[config.mk]
export PLATFORM = sky130hd
export DESIGN_NAME = alu_nibble_sequencer
export DESIGN_NICKNAME = d
export VERILOG_FILES = /design/src/rtl/alu_seq_pkg.sv /design/src/rtl/alu_seq_nibble_mux.sv /design/src/rtl/alu_nibble_sequencer.sv
export SDC_FILE = /design/constraint.sdc
export NUM_CORES = 1
export LEC_CHECK = 0
export ABC_AREA = 1
export CORE_ASPECT_RATIO = 1.5
export CORE_MARGIN = 3
export CORE_UTILIZATION = 39
export CTS_CLUSTER_SIZE = 10
export DETAILED_ROUTE_END_ITERATION = 10
export MAX_ROUTING_LAYER = met4
export PLACE_DENSITY = 0.77
export SLEW_MARGIN = 20
export SYNTH_ARGS = -nofsm -noshare
export SYNTH_HDL_FRONTEND = slang
export SYNTH_SLANG_ARGS = --single-unit
[constraint.sdc]
create_clock -name clk -period 2.4 [get_ports clk]
set_clock_uncertainty 0.15 [all_clocks]
set_input_delay 0.72 -clock clk [delete_from_list [all_inputs] [get_ports clk]]
set_output_delay 0.72 -clock clk [all_outputs]
set_load 0.005 [all_outputs]
[src/rtl/alu_seq_pkg.sv]
// alu_seq_pkg: shared state/opcode-class types and nibble width for the nibble sequencer
package alu_seq_pkg;
  localparam int NW = 4;
  typedef enum logic [1:0] {IDLE, RUN, DONE} state_e;
  typedef enum logic [1:0] {CLS_ARITH, CLS_LOGIC, CLS_REJECT} op_class_e;
  function automatic op_class_e op_class(input logic [3:0] op);
    return op[3] ? CLS_REJECT : op[2] ? CLS_LOGIC : CLS_ARITH;
  endfunction
endpackage

[src/rtl/alu_seq_nibble_mux.sv]
// alu_seq_nibble_mux: picks nibble idx_i out of the latched operands
module alu_seq_nibble_mux
  import alu_seq_pkg::*;
#(
  parameter int WIDTH = 16,
  parameter int IW = 2
) (
  input  logic [WIDTH-1:0] a_i,
  input  logic [WIDTH-1:0] b_i,
  input  logic [IW-1:0]    idx_i,
  output logic [NW-1:0]    a_nib_o,
  output logic [NW-1:0]    b_nib_o
);
  assign a_nib_o = a_i[NW*idx_i +: NW];
  assign b_nib_o = b_i[NW*idx_i +: NW];
endmodule

[src/rtl/alu_nibble_sequencer.sv]
// alu_nibble_sequencer: runs WIDTH-bit ops one nibble per cycle on a shared 4-bit ALU, LSB first.
// Define SEQ_FLAGS_EN to add the rsp_zero flag output.
module alu_nibble_sequencer
  import alu_seq_pkg::*;
#(
  parameter int WIDTH = 16
) (
  input  logic             clk,
  input  logic             rst_n,
  input  logic             cmd_valid,
  output logic             cmd_ready,
  input  logic [3:0]       cmd_op,
  input  logic [WIDTH-1:0] cmd_a,
  input  logic [WIDTH-1:0] cmd_b,
  input  logic             cmd_cin,
  input  logic             cmd_abort,
  output logic [3:0]       alu_op,
  output logic [3:0]       alu_a,
  output logic [3:0]       alu_b,
  output logic             alu_cin,
  input  logic [3:0]       alu_result,
  input  logic             alu_cout,
  output logic             rsp_valid,
  input  logic             rsp_ready,
  output logic [WIDTH-1:0] rsp_result,
  output logic             rsp_cout,
  output logic             rsp_err,
  output logic             busy
`ifdef SEQ_FLAGS_EN
  ,
  output logic             rsp_zero
`endif
);
  localparam int NIBBLES = WIDTH / NW;
  localparam int IW = NIBBLES > 1 ? $clog2(NIBBLES) : 1;
  state_e           state_q;
  logic [3:0]       op_q;
  logic [WIDTH-1:0] a_q;
  logic [WIDTH-1:0] b_q;
  logic [WIDTH-1:0] rsp_result_q;
  logic [IW-1:0]    idx_q;
  logic             carry_q;
  logic             rsp_cout_q;
  logic             rsp_err_q;
  logic             run;
  logic             arith;
  logic             last;
  op_class_e        cmd_cls;
  logic [NW-1:0]    a_nib;
  logic [NW-1:0]    b_nib;

  alu_seq_nibble_mux #(.WIDTH(WIDTH), .IW(IW)) u_mux (
    .a_i     (a_q),
    .b_i     (b_q),
    .idx_i   (idx_q),
    .a_nib_o (a_nib),
    .b_nib_o (b_nib)
  );

  assign cmd_cls = op_class(cmd_op);
  assign arith   = op_class(op_q) == CLS_ARITH;
  assign last    = idx_q == IW'(NIBBLES - 1);
  assign run     = state_q == RUN;

  // ALU-facing signals are held at zero outside RUN so the display shows nothing stale
  assign alu_op     = run ? op_q : '0;
  assign alu_a      = run ? a_nib : '0;
  assign alu_b      = run ? b_nib : '0;
  assign alu_cin    = run && carry_q;
  assign cmd_ready  = state_q == IDLE;
  assign rsp_valid  = state_q == DONE;
  assign busy       = state_q != IDLE;
  assign rsp_result = rsp_result_q;
  assign rsp_cout   = rsp_cout_q;
  assign rsp_err    = rsp_err_q;
`ifdef SEQ_FLAGS_EN
  assign rsp_zero   = rsp_valid && rsp_result_q == '0;
`endif

  always_ff @(posedge clk or negedge rst_n) begin
    if (!rst_n) begin
      state_q      <= IDLE;
      op_q         <= '0;
      a_q          <= '0;
      b_q          <= '0;
      idx_q        <= '0;
      carry_q      <= 1'b0;
      rsp_result_q <= '0;
      rsp_cout_q   <= 1'b0;
      rsp_err_q    <= 1'b0;
    end else begin
      case (state_q)
        IDLE: if (cmd_valid) begin
          op_q         <= cmd_op;
          a_q          <= cmd_a;
          b_q          <= cmd_b;
          idx_q        <= '0;
          carry_q      <= cmd_cls == CLS_ARITH && cmd_cin;
          rsp_result_q <= '0;
          rsp_cout_q   <= 1'b0;
          rsp_err_q    <= cmd_cls == CLS_REJECT;
          state_q      <= cmd_cls == CLS_REJECT ? DONE : RUN;
        end
        RUN: if (cmd_abort) begin
          rsp_result_q <= '0;
          state_q      <= IDLE;
        end else begin
          rsp_result_q[NW*idx_q +: NW] <= alu_result;
          carry_q <= arith && alu_cout;
          idx_q   <= idx_q + IW'(1);
          if (last) begin
            rsp_cout_q <= arith && alu_cout;
            state_q    <= DONE;
          end
        end
        DONE: if (cmd_abort) begin
          rsp_result_q <= '0;
          rsp_cout_q   <= 1'b0;
          rsp_err_q    <= 1'b0;
          state_q      <= IDLE;
        end else if (rsp_ready) begin
          state_q <= IDLE;
        end
        default: state_q <= IDLE;
      endcase
    end
  end
endmodule

==> impl_metrics.csv, run 1 <==
group,metric,value,unit
outcome,status,"complete, but fails checks",
outcome,violations,"negative setup slack",
pwr,powerDensity,1050,nW/um^2
yosys,ys_seq_elements,59,
clocking,insertion_delay,0.34,ns
drt,route.detailed.wl_per_inst,12.6,um
clocking,clk_pin_slew,0.06,ns
global_route,grt_max_degree,33,
setup_path,cp_cell_sequence,"buf_4 > buf_4 > nor2_1 > nor2_1 > o21ai_1 > a21oi_2 > buf_2",
final_layout,area_delta_synth_final,42.1,%
floorplanning,die_w,76.4,um
global_route,track_usage,18.6,%
final_layout,final_util,58.6,%
clocking,numCtsBuffers,9,
setup_path,r2r-end,"rsp_result[3]$_DFFE_PN0P_",
yosys,seq_area_frac_synth,50.9,%
setup_path,path_buf_inv,3,
drt,routed_via_density,4.73,
setup_path,r2r_setup_slack,0.55,ns
yosys,synth_area_leaders,"dfrtp_1 51%, nand2_1 22%, nor2_1 6.5%",
pwr,finalPower,4.35,mW
pwr,p_leak,2.18,nW
yosys,synth.top_cell.area_share,50.9,%
yosys,synth.largest_area_cell,"dfrtp_1",
place,dp_slack,0.00973,ns
floorplanning,start_util,41.2,%
final_layout,final_cells,586,
floorplanning,num_rows,37,
clocking,clock_sinks,59,
final_layout,drive_above_1_share,13.9,%
final_layout,diodes,0,
place,gp_congestion,0.846,
clocking,ctsRootBufferMaster,"clkbuf_8",
setup_path,r2r-start,"idx_q[0]$_DFFE_PN0P_",
setup_path,slowest_delay,0.44,ns
setup_path,path_class,"flop to output port",
setup_path,cp_top_family,"flip-flops",
place,dp_hpwl,5400,um
yosys,synth.distinct_cells,20,
worst_hold_path,min_path_type,"input pin to asynchronous set/reset pin",
yosys,ys.warnings.count,0,
setup_path,crit_slowest_cell,"dfrtp_2",
clocking,tritoncts,"built",
setup_path,required,1.53,ns
global_route,grt-ovfl-total,0,
timing,holdWs,0.143,ns
timing,period_share,101,%
floorplanning,design.core.area,7040,sq um
place,io_buffer_count,80,
floorplanning,io-pin-count,81,
drt,final_antenna_net_count,0,
place,dp_cells,565,
global_route,grt_pass1_wl,12200,um
global_route,grt_pass1_vias,2751,
timing,setup-violations-final,1,
setup_path,cp-start-kind,"flop",
timing,relSlewSlack,74.5,%
final_layout,design_area,4120,sq um
drt,drc,0,
setup_path,critical_path_arrival,1.54,ns
clocking,cts_buffer_depth,2,
timing,fmax,0.414,GHz
timing,worstMarginPinSlew,0.382,ns
pwr,vdd_drop_max,0.000532,V
timing,fin_ws,-0.0135,ns
floorplanning,die_y,112,um
timing,fin_crit,2.41,ns
drt,dr.pass1.iters,4,
drt,vias,2773,
timing,tns,-0.0135,ns
floorplanning,die-area,8530,sq um
final_layout,nFillCells,671,
timing,hold_viol_final,0,
global_route,antenna_found_initial,0,
drt,wirelength,7380,um
yosys,syn-num-nets,440,
timing,finalMaxSlewViolations,0,
flow_run,maxCapViolations,0,
setup_path,path_max_fanout,4,
yosys,netlist_instances,387,
timing,rsz0062_at_grt,"yes",
setup_path,end_kind,"output port",
setup_path,rr_worst_depth,8,
yosys,syn_avg_cell_area,7.50,sq um
yosys,syn-cell-area,2900,sq um
final_layout,final_nets,541,
clocking,htree_levels,3,
place,dpl_cell_area,3870,sq um
drt,drtIter0Drc,162,
==> layer usage <==
metal / track usage (%) / part of all wire [%] / wire [um]
met5: - / 0 / 0
met4: 9.92 / 2.6 / 189
met3: 3.56 / 4.2 / 310
met2: 32.4 / 53 / 3930
met1: 19.8 / 40 / 2960
==> worst register-to-register path, cell delays in order, from the launching register on <==
cell and delay [ns]:
dfrtp_2 0.41, inv_1 0.08, buf_4 0.16, ha_1 0.39, inv_1 0.19, nand2_1 0.08, nor2_2 0.15, nand3_1 0.09
nand2_1 0.07
==> registers in the layout, indices dropped and copies added, names as in the netlist <==
| register | count |
|---|---|
| a_q | 16 |
| b_q | 16 |
| rsp_result | 16 |
| op_q | 4 |
| idx_q | 2 |
| state_q | 2 |
| carry_q | 1 |
| rsp_cout | 1 |
| rsp_err | 1 |
==> cells in the mapped netlist, drive strengths merged <==
| master | count |
|---|---|
| nand2 | 175 |
| nor3 | 3 |
| nand4 | 3 |
| buf | 11 |
| dfrtp | 59 |
| inv | 25 |
| o22ai | 1 |
| o21ai | 25 |
| clkbuf | 2 |
| nand3 | 13 |
| nor2 | 56 |
| ha | 6 |
| a21oi | 8 |
==> logic make-up after synthesis <==
family,after synthesis,synth area share [%]
AO/OA/AOI/OAI,34,5.91
AND/OR/NAND/NOR,250,34.8
flip-flops,59,50.9
buffers and inverters,38,5.86
adder cells (fa/ha/maj),6,2.59
==> report_power, final <==
group | switching, mW | internal, mW
Sequential | 0.225 | 1.35
Combinational | 1.15 | 0.863
Clock | 0.348 | 0.408
==> layout make-up <==
type                            instances  area (sq um)  share of cell area [%]
Timing Repair Buffer                  103           988                    24.0
Multi-Input combinational cell        290          1290                    31.2
Tap cell                               97           121                    2.94
Inverter                               25          93.8                    2.28
Sequential cell                        59          1480                    35.8
Clock buffer                           12           155                    3.76
==> what timing repair did <==
item                       in CTS  in global routing
hold buffers                    0                  0
gates resized for setup        41                 28
pin swaps                       9                  9
buffers inserted                8                  1
setup endpoints to repair      16                 12
==> cell usage in the layout, fill, tap and decap left out <==
| cell | netlist | layout |
|---|---|---|
| nor2_1 | 50 | 41 |
| a21oi_2 | 0 | 1 |
| nor2_2 | 3 | 12 |
| nand2_4 | 1 | 2 |
| dfrtp_2 | 0 | 1 |
| clkbuf_1 | 2 | 1 |
| o22ai_1 | 1 | 1 |
| inv_2 | 4 | 5 |
| nor3_1 | 3 | 3 |
| o21ai_1 | 0 | 9 |
| a21oi_1 | 8 | 7 |
| ha_1 | 6 | 6 |
| nand2_1 | 172 | 172 |
| nand4_1 | 3 | 3 |
| clkdlybuf4s50_1 | 0 | 63 |
| nand2_2 | 2 | 1 |
| nand3_1 | 13 | 13 |
| clkbuf_2 | 0 | 1 |
| clkbuf_8 | 0 | 11 |
| dlymetal6s2s_1 | 0 | 4 |
| nor2_4 | 3 | 3 |
| buf_4 | 3 | 13 |
| buf_2 | 7 | 8 |
| inv_1 | 21 | 20 |
| buf_12 | 0 | 2 |
| dlygate4sd2_1 | 0 | 4 |
| o21ai_0 | 25 | 16 |
| dfrtp_1 | 59 | 58 |
| buf_6 | 1 | 8 |
==> worst max path at each step <==
stage | startpoint | end | slack [ns] | cells past startpoint
2_1_floorplan | idx_q[0]$_DFFE_PN0P_ | alu_a[0] | 0.46 | 4
3_3_place_gp | idx_q[0]$_DFFE_PN0P_ | alu_a[1] | 0.06 | 5
3_5_place_dp | idx_q[0]$_DFFE_PN0P_ | alu_b[0] | 0.01 | 6
4_1_cts | idx_q[0]$_DFFE_PN0P_ | alu_a[2] | 0.003 | 7
5_1_grt | idx_q[0]$_DFFE_PN0P_ | alu_a[0] | -0.07 | 7
6_report | idx_q[0]$_DFFE_PN0P_ | alu_a[2] | -0.01 | 7
(Power assumes the default switching activity.)
==> inputs of run 2 (changes only) <==
--- a/config.mk
+++ b/config.mk
@@ -13,6 +13,7 @@
 export DETAILED_ROUTE_END_ITERATION = 10
 export MAX_ROUTING_LAYER = met4
 export PLACE_DENSITY = 0.77
+export RECOVER_POWER = 50
 export SLEW_MARGIN = 20
 export SYNTH_ARGS = -nofsm -noshare
 export SYNTH_HDL_FRONTEND = slang
==> run 2 against run 1 <==
Effect of this change:
- the flow still finishes with violations (negative setup slack)
- largest cell class unchanged
- setup slack improved by 0.0025 ns
- register-to-register slack worse by 0.25 ns
- via count is essentially flat
- combinational power is essentially flat
- non-clock buffer count did not move
- highest routed layer unchanged
- global-route usage unchanged
- maximum frequency rose by 0.10%
- clock power fell by 0.5%
==> impl_metrics.csv, run 2 (synthesis results as in run 1) <==
group,metric,value,unit
outcome,status,"complete, but fails checks",
outcome,violations,"negative setup slack",
clocking,htree_levels,3,
global_route,grtUsageMet2,32.4,%
final_layout,area_delta_synth_final,40.6,%
place,dpl_cell_area,3870,sq um
setup_path,rr_worst_depth,8,
clocking,clock_sinks,59,
timing,rsz0062_at_grt,"yes",
setup_path,r2r_setup_slack,0.30,ns
setup_path,crit_path_end,"alu_a[2]",
timing,fin_crit,2.41,ns
setup_path,crit_path_start,"idx_q[0]$_DFFE_PN0P_",
pwr,powerDensity,1060,nW/um^2
worst_hold_path,min_path_type,"input pin to asynchronous set/reset pin",
pwr,vdd_drop_max,0.000529,V
drt,route.detailed.wl_per_inst,12.6,um
flow_run,maxCapViolations,0,
drt,drc,0,
global_route,grt-ovfl-total,0,
clocking,numCtsBuffers,9,
timing,hold_viol_final,0,
clocking,tritoncts,"built",
pwr,power.net_switching,1.71,mW
clocking,clk_pin_slew,0.06,ns
setup_path,required,1.53,ns
drt,drtIter0Drc,176,
global_route,antenna_found_initial,0,
drt,wirelength,7360,um
setup_path,path_class,"flop to output port",
setup_path,r2r-start,"state_q[1]$_DFFE_PN0P_",
global_route,busiest_layer,"met2",
floorplanning,io-pin-count,81,
clocking,ctsRootBufferMaster,"clkbuf_8",
final_layout,nFillCells,680,
clocking,insertion_delay,0.33,ns
setup_path,critical_path_arrival,1.54,ns
final_layout,final_nets,541,
drt,vias,2775,
timing,relSlewSlack,45.0,%
pwr,p_leak,2.17,nW
clocking,ctsHoldBuffers,0,
place,dp_hpwl,5400,um
drt,final_antenna_net_count,0,
pwr,clkPwrFrac,17.5,%
final_layout,final_common_cell,"nand2_1",
pwr,seq_power_share,36.6,%
clocking,cts_buffer_depth,2,
drt,routed_via_density,4.74,
timing,worstMarginPinSlew,0.824,ns
final_layout,design_area,4080,sq um
final_layout,drive_above_1_share,13.1,%
floorplanning,num_rows,37,
floorplanning,die_w,76.4,um
setup_path,r2r-end,"b_q[13]$_DFFE_PN0P_",
global_route,grt_use_met3,3.56,%
global_route,grt_pass1_wl,12200,um
pwr,p_sw_share,39.7,%
place,io_buffer_count,80,
final_layout,layout_common_cells,"173 x nand2_1, 62 x clkdlybuf4s50_1, 58 x dfrtp_1, 42 x nor2_1, 21 x inv_1",
timing,holdWs,0.303,ns
timing,period_share,100,%
setup_path,cp-start-kind,"flop",
timing,setup-violations-final,1,
floorplanning,design.core.area,7040,sq um
floorplanning,die-area,8530,sq um
timing,fmax,0.415,GHz
setup_path,path_max_fanout,4,
pwr,p_comb_share,45.9,%
pwr,p_int,2.60,mW
global_route,grt_pass1_vias,2751,
global_route,track_usage,18.6,%
drt,dr.pass1.iters,4,
setup_path,end_kind,"output port",
timing,finalMaxSlewViolations,0,
place,gp_congestion,0.846,
global_route,grtUsageMet1,19.8,%
floorplanning,start_util,41.2,%
timing,fin_ws,-0.0110,ns
final_layout,diodes,0,
global_route,grt_max_degree,33,
floorplanning,die_y,112,um
==> run 2: worst min-delay path by stage <==
stage,end,depth (start not counted)
after floorplan,a_q[0]$_DFFE_PN0P_,0
after global placement,rsp_result[13]$_DFFE_PN0P_,2
after detailed placement,rsp_result[15]$_DFFE_PN0P_,2
after CTS,rsp_cout$_DFFE_PN0P_,1
after global routing,rsp_result[8]$_DFFE_PN0P_,2
final,rsp_cout$_DFFE_PN0P_,1
==> run 2: what timing repair did <==
action / in CTS / in global routing
gates resized for setup: 41 / 28
setup buffers: 8 / 1
endpoints found under the setup margin: 16 / 12
pin swaps: 9 / 9
==> run 2: critical path, cell delays in order (launching register included) <==
cell and delay [ns]:
dfrtp_2 0.44, buf_4 0.14, buf_4 0.13, nor2_1 0.08, nor2_1 0.05, o21ai_1 0.14
a21oi_2 0.09, buf_2 0.13
==> run 2: power by group through the flow <==
stage	registers (mW)	logic (mW)	clock network [mW]
6_report	1.58	1.98	0.752
5_1_grt	1.62	2.26	0.810
4_1_cts	1.56	1.94	0.768
3_5_place_dp	1.57	1.87	0
3_3_place_gp	1.56	1.83	0
2_1_floorplan	1.53	1.18	0
==> run 2: stage by stage <==
step	TNS, ns	instances	util, %	setup WS (ns)	power (mW)
after CTS	0	585	57.8	0.00297	4.27
after global routing	-0.424	586	58.0	-0.0719	4.69
after floorplan	0	387	-	0.465	2.71
after detailed placement	0	565	55.0	0.00973	3.44
final	-0.0110	586	58.0	-0.0110	4.31
after global placement	0	565	55.0	0.0560	3.39
==> run 2: cell type report <==
class	instances	area (sq um)	area share, %
Clock buffer	12	155	3.80
Inverter	25	93.8	2.30
Multi-Input combinational cell	290	1280	31.3
Tap cell	97	121	2.98
Timing Repair Buffer	103	955	23.4
Sequential cell	59	1480	36.2
==> run 2: layer usage <==
layer	wire length, um	up-vias
met5	0	-
met4	189	0
met3	337	16
met2	3890	81
met1	2950	1284
li1	-	1394
